==> config.mk <==
export PLATFORM = sky130hd
export DESIGN_NAME = uart_rx_oversampler
export DESIGN_NICKNAME = d
export VERILOG_FILES = /design/src/rtl/comm_pkg.sv /design/src/rtl/sync_fifo.sv /design/src/rtl/uart_rx_oversampler.sv
export SDC_FILE = /design/constraint.sdc
export NUM_CORES = 1
export LEC_CHECK = 0
export ABC_CLOCK_PERIOD_IN_PS = 8060
export BUFFER_PORTS_ARGS = -buffer_cell sky130_fd_sc_hd__buf_4
export CORE_MARGIN = 5
export CORE_UTILIZATION = 60
export CTS_CLUSTER_DIAMETER = 30
export DETAILED_ROUTE_END_ITERATION = 10
export PLACE_DENSITY_LB_ADDON = 0.15
export SLEW_MARGIN = 40
export SYNTH_ARGS = -nofsm -noshare
export SYNTH_HDL_FRONTEND = slang
export SYNTH_SLANG_ARGS = --single-unit
==> constraint.sdc <==
create_clock -name SysClk_ClkIn -period 8.06 [get_ports SysClk_ClkIn]
set_input_delay 1.612 -clock SysClk_ClkIn [delete_from_list [all_inputs] [get_ports SysClk_ClkIn]]
set_output_delay 1.612 -clock SysClk_ClkIn [all_outputs]
set_load 0.02 [all_outputs]
==> src/rtl/comm_pkg.sv <==
// Shared definitions for the UART receive path: FSM states, oversampling constants
// and a 2-of-3 majority helper used by the bit sampler.
package comm_pkg;

  typedef enum logic [2:0] {
    StIdle,
    StStart,
    StData,
    StParity,
    StStop
  } rxState_t;

  localparam int OVERSAMPLE    = 16;
  localparam int SAMPLE_TICK_A = 7;
  localparam int SAMPLE_TICK_B = 8;
  localparam int SAMPLE_TICK_C = 9;
  localparam int DATA_BITS     = 8;
  localparam int SYNC_STAGES   = 2;

  function automatic logic majority3(input logic a, input logic b, input logic c);
    return (a & b) | (a & c) | (b & c);
  endfunction

endpackage

==> src/rtl/sync_fifo.sv <==
// First-word-fall-through FIFO with synchronous flush. The head is read straight from
// a shallow LUT-RAM array so a word pushed on one edge is visible right after it.
module sync_fifo #(
  parameter int DataWidth_Gen = 8,
  parameter int DepthLog2_Gen = 4
) (
  input  logic                     clk,
  input  logic                     srst,
  input  logic                     flush,
  input  logic                     pushEn,
  input  logic [DataWidth_Gen-1:0] pushData,
  input  logic                     popEn,
  output logic [DataWidth_Gen-1:0] headData,
  output logic                     headVal,
  output logic                     full
);

  localparam int DEPTH = 2 ** DepthLog2_Gen;
  localparam logic [DepthLog2_Gen:0] PTR_ONE = 1;

  logic [DataWidth_Gen-1:0] memArray [DEPTH];
  logic [DepthLog2_Gen:0]   wrPtrReg;
  logic [DepthLog2_Gen:0]   rdPtrReg;
  logic                     empty;
  logic                     popAccept;
  logic                     pushAccept;

  assign empty = (wrPtrReg == rdPtrReg);
  assign full  = (wrPtrReg[DepthLog2_Gen] != rdPtrReg[DepthLog2_Gen]) &&
                 (wrPtrReg[DepthLog2_Gen-1:0] == rdPtrReg[DepthLog2_Gen-1:0]);

  assign popAccept  = popEn && !empty;
  // A pop in the same cycle frees the slot a push into a full FIFO needs.
  assign pushAccept = pushEn && (!full || popAccept);

  always_ff @(posedge clk) begin
    if (srst || flush) begin
      wrPtrReg <= '0;
      rdPtrReg <= '0;
    end else begin
      if (pushAccept) wrPtrReg <= wrPtrReg + PTR_ONE;
      if (popAccept)  rdPtrReg <= rdPtrReg + PTR_ONE;
    end
  end

  always_ff @(posedge clk) begin
    if (!srst && !flush && pushAccept) begin
      memArray[wrPtrReg[DepthLog2_Gen-1:0]] <= pushData;
    end
  end

  assign headData = memArray[rdPtrReg[DepthLog2_Gen-1:0]];
  assign headVal  = !empty;

endmodule

==> src/rtl/uart_rx_oversampler.sv <==
// 16x oversampled 8-bit UART receiver with majority voting, FIFO buffering and sticky
// framing/overrun flags. Define UART_RX_PARITY_EN to add a parity bit and ParityErr flag.
module uart_rx_oversampler
  import comm_pkg::*;
#(
  parameter int OversampleDiv_Gen = 27,
  parameter int FifoDepthLog2_Gen = 4
) (
  input  logic       SysClk_ClkIn,
  input  logic       SysRst_RstIn,
  input  logic       Enable_EnaIn,
  input  logic       UartRx_DatIn,
  output logic [7:0] RxData_DatOut,
  output logic       RxData_ValOut,
  input  logic       RxData_RdyIn,
  output logic       FramingErr_DatOut,
  output logic       Overrun_DatOut,
  input  logic       ErrClr_EnaIn,
`ifdef UART_RX_PARITY_EN
  input  logic       Parity_OddIn,
  output logic       ParityErr_DatOut,
`endif
  output logic       Irq_DatOut
);

  localparam logic [15:0] DIV_LAST  = 16'(OversampleDiv_Gen - 1);
  localparam logic [3:0]  TICK_A    = 4'(SAMPLE_TICK_A);
  localparam logic [3:0]  TICK_B    = 4'(SAMPLE_TICK_B);
  localparam logic [3:0]  TICK_C    = 4'(SAMPLE_TICK_C);
  localparam logic [3:0]  TICK_LAST = 4'(OVERSAMPLE - 1);
  localparam logic [2:0]  BIT_LAST  = 3'(DATA_BITS - 1);

  logic [SYNC_STAGES-1:0] syncReg;
  logic                   rxLine;
  logic                   lineDlyReg;
  logic                   fallEdge;

  rxState_t               stateReg;
  rxState_t               stateNext;
  logic [15:0]            divCntReg;
  logic [3:0]             tickCntReg;
  logic [2:0]             bitIdxReg;
  logic [DATA_BITS-1:0]   shiftReg;
  logic                   sampleAReg;
  logic                   sampleBReg;

  logic                   tick;
  logic                   atTick9;
  logic                   atTick15;
  logic                   voteBit;

  logic                   shiftEn;
  logic                   pushReq;
  logic                   setFraming;
  logic                   setOverrun;
  logic                   dropByte;

  logic                   fifoFull;
  logic                   canPush;
  logic                   popReq;
  logic [7:0]             headData;
  logic                   headVal;

  logic                   framingReg;
  logic                   overrunReg;

`ifdef UART_RX_PARITY_EN
  logic                   setParity;
  logic                   expParity;
  logic                   parityBadReg;
  logic                   parityErrReg;
`endif

  // Line synchronizer keeps running while disabled so a line already low at enable
  // is not mistaken for a start bit.
  genvar gi;
  generate
    for (gi = 0; gi < SYNC_STAGES; gi++) begin : g_sync
      if (gi == 0) begin : g_first
        always_ff @(posedge SysClk_ClkIn) begin
          if (SysRst_RstIn) syncReg[gi] <= 1'b1;
          else              syncReg[gi] <= UartRx_DatIn;
        end
      end else begin : g_rest
        always_ff @(posedge SysClk_ClkIn) begin
          if (SysRst_RstIn) syncReg[gi] <= 1'b1;
          else              syncReg[gi] <= syncReg[gi-1];
        end
      end
    end
  endgenerate

  assign rxLine   = syncReg[SYNC_STAGES-1];
  assign fallEdge = lineDlyReg & ~rxLine;

  assign tick     = (stateReg != StIdle) && (divCntReg == DIV_LAST);
  assign atTick9  = tick && (tickCntReg == TICK_C);
  assign atTick15 = tick && (tickCntReg == TICK_LAST);
  assign voteBit  = majority3(sampleAReg, sampleBReg, rxLine);

  assign popReq  = headVal && RxData_RdyIn;
  assign canPush = !fifoFull || popReq;

  always_ff @(posedge SysClk_ClkIn) begin
    if (SysRst_RstIn) stateReg <= StIdle;
    else              stateReg <= stateNext;
  end

  always_comb begin
    stateNext = stateReg;
    if (!Enable_EnaIn) begin
      stateNext = StIdle;
    end else begin
      case (stateReg)
        StIdle: begin
          if (fallEdge) stateNext = StStart;
        end
        StStart: begin
          if (atTick9 && voteBit) stateNext = StIdle;
          else if (atTick15)      stateNext = StData;
        end
        StData: begin
          if (atTick15 && bitIdxReg == BIT_LAST) begin
`ifdef UART_RX_PARITY_EN
            stateNext = StParity;
`else
            stateNext = StStop;
`endif
          end
        end
`ifdef UART_RX_PARITY_EN
        StParity: begin
          if (atTick15) stateNext = StStop;
        end
`endif
        // Leave at tick 9 so a back-to-back start edge is not missed.
        StStop: begin
          if (atTick9) stateNext = StIdle;
        end
        default: stateNext = StIdle;
      endcase
    end
  end

  always_comb begin
    shiftEn    = 1'b0;
    pushReq    = 1'b0;
    setFraming = 1'b0;
    setOverrun = 1'b0;
`ifdef UART_RX_PARITY_EN
    setParity  = 1'b0;
`endif
    if (Enable_EnaIn) begin
      case (stateReg)
        StData: shiftEn = atTick9;
`ifdef UART_RX_PARITY_EN
        StParity: setParity = atTick9 && (voteBit != expParity);
`endif
        StStop: begin
          if (atTick9) begin
            if (!voteBit) begin
              setFraming = 1'b1;
            end else if (!dropByte) begin
              if (canPush) pushReq    = 1'b1;
              else         setOverrun = 1'b1;
            end
          end
        end
        default: ;
      endcase
    end
  end

  always_ff @(posedge SysClk_ClkIn) begin
    if (SysRst_RstIn) begin
      lineDlyReg <= 1'b1;
      divCntReg  <= '0;
      tickCntReg <= '0;
      bitIdxReg  <= '0;
      shiftReg   <= '0;
      sampleAReg <= 1'b0;
      sampleBReg <= 1'b0;
    end else begin
      lineDlyReg <= rxLine;
      // Counters sit at zero in Idle, so every frame restarts the divider cleanly.
      if (stateReg == StIdle || stateNext == StIdle) begin
        divCntReg  <= '0;
        tickCntReg <= '0;
        bitIdxReg  <= '0;
        shiftReg   <= '0;
      end else begin
        divCntReg <= tick ? 16'd0 : divCntReg + 16'd1;
        if (tick) tickCntReg <= tickCntReg + 4'd1;
        if (tick && tickCntReg == TICK_A) sampleAReg <= rxLine;
        if (tick && tickCntReg == TICK_B) sampleBReg <= rxLine;
        if (shiftEn) shiftReg <= {voteBit, shiftReg[DATA_BITS-1:1]};
        if (stateReg == StData && atTick15) bitIdxReg <= bitIdxReg + 3'd1;
      end
    end
  end

  // Setting a flag wins over a clear arriving in the same cycle.
  always_ff @(posedge SysClk_ClkIn) begin
    if (SysRst_RstIn) begin
      framingReg <= 1'b0;
      overrunReg <= 1'b0;
    end else begin
      if (setFraming)        framingReg <= 1'b1;
      else if (ErrClr_EnaIn) framingReg <= 1'b0;
      if (setOverrun)        overrunReg <= 1'b1;
      else if (ErrClr_EnaIn) overrunReg <= 1'b0;
    end
  end

`ifdef UART_RX_PARITY_EN
  assign expParity = (^shiftReg) ^ Parity_OddIn;
  assign dropByte  = parityBadReg;

  always_ff @(posedge SysClk_ClkIn) begin
    if (SysRst_RstIn) begin
      parityBadReg <= 1'b0;
      parityErrReg <= 1'b0;
    end else begin
      if (stateReg == StIdle) parityBadReg <= 1'b0;
      else if (setParity)     parityBadReg <= 1'b1;
      if (setParity)         parityErrReg <= 1'b1;
      else if (ErrClr_EnaIn) parityErrReg <= 1'b0;
    end
  end

  assign ParityErr_DatOut = parityErrReg;
`else
  assign dropByte = 1'b0;
`endif

  sync_fifo #(
    .DataWidth_Gen(DATA_BITS),
    .DepthLog2_Gen(FifoDepthLog2_Gen)
  ) u_fifo (
    .clk     (SysClk_ClkIn),
    .srst    (SysRst_RstIn),
    .flush   (!Enable_EnaIn),
    .pushEn  (pushReq),
    .pushData(shiftReg),
    .popEn   (RxData_RdyIn),
    .headData(headData),
    .headVal (headVal),
    .full    (fifoFull)
  );

  assign RxData_DatOut     = headVal ? headData : 8'h00;
  assign RxData_ValOut     = headVal;
  assign FramingErr_DatOut = framingReg;
  assign Overrun_DatOut    = overrunReg;

`ifdef UART_RX_PARITY_EN
  assign Irq_DatOut = headVal | framingReg | overrunReg | parityErrReg;
`else
  assign Irq_DatOut = headVal | framingReg | overrunReg;
`endif

endmodule

==> flow_summary.ini <==
[sta]
skew_ps = 11.4
final_max_slew_viol_count = 0
min_period_over_period_pct = 54.1
finalHoldViolCount = 0
finalSetupTns_ps = 0
slew-limit-headroom_pct = 46.1
grt_setup_unrepaired = no
setup_ws_ps = 3700
min_period_ps = 4360
max_freq_mhz = 229
worst-slew-pin-transition_ps = 806
setup_violations = 0

[power]
peakVddDrop_v = 0.000146
p_per_area_mw_per_mm2 = 215
p_total_mw = 1.82
leakage_nw = 3.01

[cells_and_area]
seqCellArea_mm2 = 0.00495
mostFrequentLayoutCell = edfxtp_1
fin_nets = 534
syn2layout_area_growth_pct = 12.4
final_cell_mix = edfxtp_1 (128), dfxtp_1 (54), nor2_1 (50)
fillers = 844
antennaDiodeCount = 0
drive_gt1_share_pct = 21.7
multiInputGateArea_mm2 = 0.00252
finish.utilization_pct = 67.9

[setup_path]
worstPathArrival_ps = 2750
cp_top_family = multiplexers
worst-path-buf-inv = 2
critPathSlowestCell = mux4_2
path_class = flop to output pin
end_kind = output pin
cpPeakStageDelay_ps = 610
crit_required_ps = 6450
cp_max_fo = 32
critPathLaunchType = flop
reg2reg_from = divCntReg[0]
crit_chain = buf_4 > mux4_2 > mux4_2 > and2_1 > buf_4

[placed_design]
post-dp-hpwl_mm = 9.10
place.gp.congestion = 0.791
post-place-ws_ps = 4150
io_buffer_count = 17

[grt]
grt_pass1_wl_mm = 23.8
grt_pass1_vias = 4159
grt_max_degree = 33
grt_usage_pct = 21.9
grt_overflow = 0
grt_antenna_before_repair = 0

[worst_hold_path]
hold_class = flop to flop
worst_hold_startpoint = syncReg[0]

[logic_synthesis]
synth_flop_cell = edfxtp_1
synth_edf_count = 128
synth_seq_area_share_pct = 65.7
synth_nets = 512
synth_compound_area_share_pct = 1.91
synthSimpleGateAreaFrac_pct = 12.1
synth_fa_ha_area_share_pct = 2.13
synthCells = 494
yosys_warnings = 0
synth-xor-area-share_pct = 3.26
ys_types = 47
async_flop_share_pct = 0
synth_seq_cells = 183
synth_top_family_by_area = multiplexers
netlist_area_mm2 = 0.00753
synth.area.mux_share_pct = 13.4
synth.avg_cell_area_um2 = 15.2

[clock_network]
cts_setup_buffers = 0
h-tree-depth = 4
clock-sinks = 183
numCtsBuffers = 17
root_buffer = clkbuf_16
cts_tree = yes
path_clk_slew_ps = 70
clk_latency_ps = 430
clockBufferDepth = 2
cts_resized = 0
hold_buffers = 0

[floorplanning]
core-area_mm2 = 0.0125
io-pin-count = 18
die_w_um = 122
die_h_um = 122
rows = 41
start_util_pct = 60.4
die_area_mm2 = 0.0149

[drt]
num_vias = 4241
drt_iter0_markers = 536
ant_nets = 0
wl_mm = 15.1
drc = 0
firstDrtPassIters = 5
via_per_inst = 6.05
wl_per_cell_um = 21.5

[outcome]
status = finished, final reports clean

[job]
drv_cap = 0
worst register-to-register path, delay by kind of cell (launching register included):
kind / cells / cell delay [ps]
AND/OR/NAND/NOR: 6 / 1980
flip-flops: 1 / 340
adder cells (fa/ha/maj): 1 / 140
buffers and inverters: 1 / 60
sequential cells by signal, summed over array words and instances (netlist names), 3 cells and up, named ones only:
signal,flops
bitIdxReg,3
stateReg,3
divCntReg,16
u_fifo.rdPtrReg,5
tickCntReg,4
u_fifo.wrPtrReg,5
shiftReg,8
u_fifo.memArray,128
path summary, 6_finish.rpt:
kind                                end  slack, ps  cells past startpoint
setup reg to reg  u_fifo.memArray[1][5]       5150                      8
hold / removal                   rxLine        420                      1
setup / recovery       RxData_DatOut[3]       3700                      5
hold reg to reg                  rxLine        420                      1
per-layer routing:
metal | vias to the layer above | wire length, um | global-route usage, %
met3 | 20 | 985 | 4.41
met5 | - | 0 | 0
met1 | 2145 | 6310 | 31.0
met2 | 162 | 7550 | 34.6
met4 | 0 | 231 | 6.93
li1 | 1914 | - | -
synth_stat cells, drive strengths merged (9+ instances only):
cell type	number	area, um^2
edfxtp	128	3840
nor2	61	229
dfxtp	55	1100
mux4	40	901
nand2	22	82.6
nand3	16	85.1
xor2	16	140
ha	12	150
xnor2	12	105
a21oi	11	55.1
clkbuf	11	41.3
mux2i	11	110
nor3	11	55.1
and2	9	56.3
logic make-up (layout without fill, tap and decap cells):
logic type               count (synthesis)  count (layout)
flip-flops                             183             183
multiplexers                            51              51
AND/OR/NAND/NOR                        168             168
XOR/XNOR                                28              28
adder cells (fa/ha/maj)                 13              13
AO/OA/AOI/OAI                           24              24
buffers and inverters                   27              62
power breakdown:
| part | internal, mW | total, mW | switching (mW) | leakage [nW] |
|---|---|---|---|---|
| Clock | 0.482 | 0.822 | 0.340 | 0.283 |
| Sequential | 0.993 | 0.994 | 0.000640 | 1.93 |
| Combinational | 0.00323 | 0.00751 | 0.00428 | 0.789 |
final cells by class:
| class | instances | area share (%) |
|---|---|---|
| multi-input cells | 284 | 29.8 |
| repair buffers | 22 | 1.95 |
| well taps | 172 | 2.54 |
| clock inverters | 15 | 1.91 |
| clock buffers | 17 | 5.03 |
| flip-flops and latches | 183 | 58.4 |
| inverters | 8 | 0.355 |
through the flow:
stage / instances / hold slack [ps] / cell area [um^2]
after floorplan: 494 / 389 / 7530
after global placement: 669 / 404 / 7840
after detailed placement: 669 / 400 / 7870
after CTS: 701 / 420 / 8460
after global routing: 701 / 438 / 8460
final: 701 / 415 / 8460
Note: power is estimated with default switching activity, not from simulation.
